===== config.mk =====
export PLATFORM = sky130hd
export DESIGN_NAME = ls_ex
export DESIGN_NICKNAME = d
export VERILOG_FILES = /design/src/rtl/ls_ex.sv
export SDC_FILE = /design/constraint.sdc
export NUM_CORES = 1
export LEC_CHECK = 0
export ABC_CLOCK_PERIOD_IN_PS = 4300
export CORE_ASPECT_RATIO = 0.6
export CORE_UTILIZATION = 45
export DETAILED_ROUTE_END_ITERATION = 10
export GPL_ROUTABILITY_DRIVEN = 0
export PLACE_DENSITY = 0.95
export SETUP_SLACK_MARGIN = 0.3
export SYNTH_ARGS = -nofsm -noshare
export SYNTH_HDL_FRONTEND = slang
export SYNTH_SLANG_ARGS = --single-unit

===== constraint.sdc =====
create_clock -name clk -period 4.3 [get_ports clk]
set_input_delay 0.86 -clock clk [delete_from_list [all_inputs] [get_ports clk]]
set_output_delay 0.86 -clock clk [all_outputs]
set_load 0.02 [all_outputs]

===== src/rtl/ls_ex.sv =====
// Load/store execution unit: runs one memory access at a time and broadcasts
// extended load results on the LS CDB. Optional feature macro: LS_EX_MISALIGN_CHECK_EN.
`timescale 1ns/1ps
module ls_ex #(
    parameter int ADDR_W   = 32,
    parameter int DATA_W   = 32,
    parameter int ROB_ID_W = 4,
    parameter int OPENUM_W = 6,
    parameter logic [OPENUM_W-1:0] OPENUM_LB  = OPENUM_W'(11),
    parameter logic [OPENUM_W-1:0] OPENUM_LH  = OPENUM_W'(12),
    parameter logic [OPENUM_W-1:0] OPENUM_LW  = OPENUM_W'(13),
    parameter logic [OPENUM_W-1:0] OPENUM_LBU = OPENUM_W'(14),
    parameter logic [OPENUM_W-1:0] OPENUM_LHU = OPENUM_W'(15),
    parameter logic [OPENUM_W-1:0] OPENUM_SB  = OPENUM_W'(16),
    parameter logic [OPENUM_W-1:0] OPENUM_SH  = OPENUM_W'(17),
    parameter logic [OPENUM_W-1:0] OPENUM_SW  = OPENUM_W'(18)
) (
    input  logic                clk,
    input  logic                rst,
    input  logic                ena_from_lsb,
    input  logic [OPENUM_W-1:0] openum_from_lsb,
    input  logic [ADDR_W-1:0]   mem_addr_from_lsb,
    input  logic [DATA_W-1:0]   store_value_from_lsb,
    input  logic [ROB_ID_W-1:0] rob_id_from_lsb,
    output logic                busy_to_lsb,
    output logic                ena_to_memctrl,
    output logic                rw_flag_to_memctrl,
    output logic [ADDR_W-1:0]   addr_to_memctrl,
    output logic [2:0]          size_to_memctrl,
    output logic [DATA_W-1:0]   data_to_memctrl,
    input  logic                ok_flag_from_memctrl,
    input  logic [DATA_W-1:0]   data_from_memctrl,
    input  logic                commit_jump_flag_from_rob,
    output logic                valid_to_cdb,
    output logic [ROB_ID_W-1:0] rob_id_to_cdb,
    output logic [DATA_W-1:0]   result_to_cdb,
    output logic                misalign_flag
);

    typedef enum logic {IDLE, WAIT_MEM} state_e;

    function automatic logic is_load(input logic [OPENUM_W-1:0] op);
        return (op == OPENUM_LB) || (op == OPENUM_LH) || (op == OPENUM_LW) ||
               (op == OPENUM_LBU) || (op == OPENUM_LHU);
    endfunction

    function automatic logic [2:0] op_bytes(input logic [OPENUM_W-1:0] op);
        if (op == OPENUM_LB || op == OPENUM_LBU || op == OPENUM_SB)
            return 3'd1;
        else if (op == OPENUM_LH || op == OPENUM_LHU || op == OPENUM_SH)
            return 3'd2;
        else
            return 3'd4;
    endfunction

    function automatic logic [DATA_W-1:0] size_mask(input logic [DATA_W-1:0] v,
                                                    input logic [2:0] sz);
        case (sz)
            3'd1:    return {{(DATA_W-8){1'b0}}, v[7:0]};
            3'd2:    return {{(DATA_W-16){1'b0}}, v[15:0]};
            default: return v;
        endcase
    endfunction

    function automatic logic [DATA_W-1:0] extend(input logic [OPENUM_W-1:0] op,
                                                 input logic [DATA_W-1:0] d);
        if (op == OPENUM_LB)
            return {{(DATA_W-8){d[7]}}, d[7:0]};
        else if (op == OPENUM_LH)
            return {{(DATA_W-16){d[15]}}, d[15:0]};
        else if (op == OPENUM_LBU)
            return {{(DATA_W-8){1'b0}}, d[7:0]};
        else if (op == OPENUM_LHU)
            return {{(DATA_W-16){1'b0}}, d[15:0]};
        else
            return d;
    endfunction

    state_e                state_q;
    logic [OPENUM_W-1:0]   op_q;
    logic [ROB_ID_W-1:0]   rob_id_q;
    logic                  mis_q;
    logic                  drop_q;
    logic                  mem_ena_q;
    logic                  rw_q;
    logic [ADDR_W-1:0]     mem_addr_q;
    logic [2:0]            size_q;
    logic [DATA_W-1:0]     mem_data_q;
    logic                  valid_q;
    logic [ROB_ID_W-1:0]   cdb_rob_q;
    logic [DATA_W-1:0]     result_q;
    logic                  misalign_q;

    logic                  in_load;
    logic [2:0]            in_bytes;
    logic                  in_mis;
    logic                  q_load;
    logic                  flush_drop;

    assign in_load    = is_load(openum_from_lsb);
    assign in_bytes   = op_bytes(openum_from_lsb);
    assign q_load     = is_load(op_q);
    // A flush seen in the completing cycle suppresses the result just like an earlier one.
    assign flush_drop = drop_q || commit_jump_flag_from_rob;

`ifdef LS_EX_MISALIGN_CHECK_EN
    assign in_mis = ((in_bytes == 3'd2) && mem_addr_from_lsb[0]) ||
                    ((in_bytes == 3'd4) && (mem_addr_from_lsb[1:0] != 2'b00));
`else
    assign in_mis = 1'b0;
`endif

    // Combinational so the buffer sees busy in the same cycle it issues.
    assign busy_to_lsb = (state_q != IDLE) || ena_from_lsb;

    // NOTE: every register, including the latched request, is reset so all outputs read 0 during reset.
    always_ff @(posedge clk or negedge rst) begin
        if (!rst) begin
            state_q    <= IDLE;
            op_q       <= '0;
            rob_id_q   <= '0;
            mis_q      <= 1'b0;
            drop_q     <= 1'b0;
            mem_ena_q  <= 1'b0;
            rw_q       <= 1'b0;
            mem_addr_q <= '0;
            size_q     <= '0;
            mem_data_q <= '0;
            valid_q    <= 1'b0;
            cdb_rob_q  <= '0;
            result_q   <= '0;
            misalign_q <= 1'b0;
        end else begin
            // NOTE: non-blocking throughout, so every branch reads the pre-edge state.
            valid_q    <= 1'b0;
            misalign_q <= 1'b0;
            case (state_q)
                IDLE: begin
                    if (ena_from_lsb && !(in_load && commit_jump_flag_from_rob)) begin
                        op_q       <= openum_from_lsb;
                        rob_id_q   <= rob_id_from_lsb;
                        mis_q      <= in_mis;
                        drop_q     <= 1'b0;
                        mem_ena_q  <= !in_mis;
                        rw_q       <= !in_load;
                        mem_addr_q <= mem_addr_from_lsb;
                        size_q     <= in_bytes;
                        mem_data_q <= in_load ? '0 : size_mask(store_value_from_lsb, in_bytes);
                        misalign_q <= in_mis;
                        state_q    <= WAIT_MEM;
                    end
                end
                WAIT_MEM: begin
                    if (mis_q || ok_flag_from_memctrl) begin
                        state_q   <= IDLE;
                        mem_ena_q <= 1'b0;
                        drop_q    <= 1'b0;
                        if (q_load && !flush_drop) begin
                            valid_q   <= 1'b1;
                            cdb_rob_q <= rob_id_q;
                            result_q  <= mis_q ? '0 : extend(op_q, data_from_memctrl);
                        end
                    end else if (commit_jump_flag_from_rob && q_load) begin
                        drop_q <= 1'b1;
                    end
                end
                default: state_q <= IDLE;
            endcase
        end
    end

    assign ena_to_memctrl     = mem_ena_q;
    assign rw_flag_to_memctrl = rw_q;
    assign addr_to_memctrl    = mem_addr_q;
    assign size_to_memctrl    = size_q;
    assign data_to_memctrl    = mem_data_q;
    assign valid_to_cdb       = valid_q;
    assign rob_id_to_cdb      = cdb_rob_q;
    assign result_to_cdb      = result_q;
    assign misalign_flag      = misalign_q;

endmodule


==> summary.md <==
| Metric | Value |
|---|---|
| Status | finished, final reports clean |
| Largest net degree at the start of global routing | 119 |
| Clk Latency, worst-skew pair | 0.40 ns |
| Hold Path Class | register to register |
| Setup Fix Bufs, Post-CTS | 0 |
| Hold slack | 0.478 ns |
| Synth Cell Area | 0.00475 sq mm |
| CTS resizes | 0 |
| Post-Place Cell Area | 0.00701 sq mm |
| Worst Path Required | 3.44 ns |
| Crit path DAT | 2.14 ns |
| Worst IR Drop VDD | 0.342 mV |
| All-Layer GR Usage | 24.8% |
| Worst-Margin Slew | 1.06 ns |
| Setup tns final | 0 ns |
| Clock tree buffer depth | 2 |
| Gr ovfl total | 0 |
| Final Hold Vio Count | 0 |
| DRC viols | 0 |
| Tot Pwr | 4.61 mW |
| Std cell rows | 28 |
| Root Driver | clkbuf_16 |
| Post-Synthesis Cells | 348 |
| Nets | 675 |
| Unrepaired setup endpoints after global routing | false |
| Full die area | 0.0110 sq mm |
| Post-synthesis register bit count | 118 |
| CTS tree | done |
| CORE AREA | 0.0101 sq mm |
| Design area | 0.00758 sq mm |
| Main synth FF type | dfrtp_1 |
| Yosys warns | 0 |
| Clk sinks | 118 |
| Synthesized area per cell | 13.6 sq um |
| Fin Clk Skew | 0.00842 ns |
| Mapped Nets | 459 |
| Fin. max-slew vios | 0 |
| Routed vias | 3659 |
| Non-Filler Instances | 710 |
| Share of layout cells above drive strength 1 | 15.3% |
| Final setup vio count | 0 |
| First-pass GRT wire length | 20500 um |
| Buffers on Ports | 217 |
| Inst Count DP | 680 |
| Vias in the first global route | 3910 |
| Diode count | 0 |
| Critical path class | primary input to output pin |
| Register area share after synthesis | 62.2% |
| DR iter-0 viols | 176 |
| Unique masters post-synth | 45 |
| Die width | 135 um |
| CP Max Fanout | 3 |
| DR WL/cell | 18.1 um |
| Area grow syn2layout | 59.6% |
| Initial antenna violation count | 0 |
| Post-route minimum period | 3.00 ns |
| CTS buffer count | 17 |
| Vias per std cell | 5.15 |
| DR pass1 iterations | 5 |
| Max cap viols | 0 |
| DPL Wire Length | 8970 um |
| Power per cell area | 609 mW/mm^2 |
| CP Capture Type | output pin |
| Die height | 81.6 um |
| FMAX | 333 MHz |
| Clock-pin slew on the worst setup and hold paths | 0.05 ns |
| # hold bufs at CTS | 0 |
| Period utilisation layout | 69.8% |
| Pleak | 3.24 nW |
| I/O pin total | 219 |
| Starting Density | 47.2% |
| Post-synth ARST share | 100% |
| # H-tree levels | 4 |
| ANT nets after route | 0 |
| CP Launch Type | primary input |
| Post-synth EDFFs | 0 |
| Total Routed Length | 12900 um |
| Max-slew headroom | 28.6% |
==> synthesized netlist by cell type (3+ instances only) <==
cell type / number / area (sq um)
clkbuf_1: 9 / 33.8
dfrtp_1: 118 / 2950
o21ai_0: 13 / 65.1
o21ba_2: 8 / 80.1
and2_1: 16 / 100
a21oi_1: 10 / 50.1
nand2_1: 30 / 113
nor2_1: 3 / 11.3
o221a_2: 16 / 180
buf_2: 10 / 50.1
mux2_1: 29 / 327
inv_1: 3 / 11.3
mux2_2: 23 / 259
a22o_1: 24 / 210
==> per-stage QoR <==
step / util, % / setup WS, ns
4_1_cts: 75.4 / 1.30
6_report: 75.4 / 1.30
3_5_place_dp: 69.7 / 1.20
2_1_floorplan: - / 1.98
5_1_grt: 75.4 / 1.28
3_3_place_gp: 69.7 / 1.27
==> worst max-delay path, stage by stage <==
cell and delay (ns):
clkdlybuf4s50_1 0.46, or2_2 0.29, clkdlybuf4s50_1 0.53
==> registers in the layout, indices dropped and copies added, names as in the netlist, 3 cells and up <==
name and flops:
addr_to_memctrl 32, data_to_memctrl 32, rob_id_to_cdb 4, rob_id_q 4, result_to_cdb 32, op_q 6
size_to_memctrl 3
==> layout make-up <==
class,count,area (sq um)
clock buffer,21,470
sequential,118,2950
inverter,3,11.3
tap,135,169
multi-input combinational,203,1660
clock inverter,9,103
fill,632,2470
timing repair buffer,221,2210
==> cell families (layout without fill, tap and decap cells) <==
| family | after synthesis | in the layout | share of synthesized area (%) |
|---|---|---|---|
| AO/OA/AOI/OAI | 83 | 83 | 14.9 |
| flip-flops | 118 | 118 | 62.2 |
| AND/OR/NAND/NOR | 65 | 65 | 7.27 |
| other | 1 | 1 | 0.0790 |
| XOR/XNOR | 1 | 1 | 0.184 |
| multiplexers | 53 | 53 | 12.5 |
| buffers and inverters | 27 | 254 | 2.82 |
==> cell usage in the layout (no fill, tap or decap), drive strengths merged, types with 4 or more instances in the layout <==
| cell type | synthesis | layout |
|---|---|---|
| a21oi | 11 | 11 |
| a22o | 24 | 24 |
| and2 | 16 | 16 |
| buf | 14 | 5 |
| clkbuf | 10 | 21 |
| clkdlybuf4s50 | 0 | 216 |
| clkinv | 0 | 4 |
| dfrtp | 118 | 118 |
| mux2 | 52 | 52 |
| nand2 | 30 | 30 |
| o21ai | 13 | 13 |
| o21ba | 9 | 9 |
| o221a | 16 | 16 |
==> where the power goes <==
| group | switching, mW | internal, mW | leakage, nW | total (mW) |
|---|---|---|---|---|
| combinational | 0.736 | 0.874 | 1.52 | 1.61 |
| clock | 0.470 | 0.887 | 0.277 | 1.36 |
| sequential | 0.209 | 1.44 | 1.44 | 1.65 |
| total | 1.41 | 3.20 | 3.24 | 4.61 |
==> layer usage <==
metal | routed length (um) | track usage, % | up-vias | share of wire (%)
met4 | 93 | 7.98 | 0 | 0.72
met5 | 0 | 0 | - | 0
met1 | 5500 | 29.9 | 1826 | 43
met3 | 792 | 7.04 | 9 | 6.2
met2 | 6480 | 43.5 | 136 | 50
li1 | - | - | 1688 | -
==> path summary, 6_finish.rpt <==
kind	to	slack [ns]	depth (start not counted)	from
worst max register to register	data_to_memctrl[15]	2.09	4	state_q
max in group asynchronous	result_to_cdb[15]	3.28	2	rst
worst min-delay path	data_to_memctrl[3]	0.48	2	data_to_memctrl[3]
min in group asynchronous	data_to_memctrl[25]	0.55	2	rst
worst max-delay path	busy_to_lsb	1.30	3	ena_from_lsb
worst min register to register	data_to_memctrl[3]	0.48	2	data_to_memctrl[3]
(Power assumes the default switching activity.)
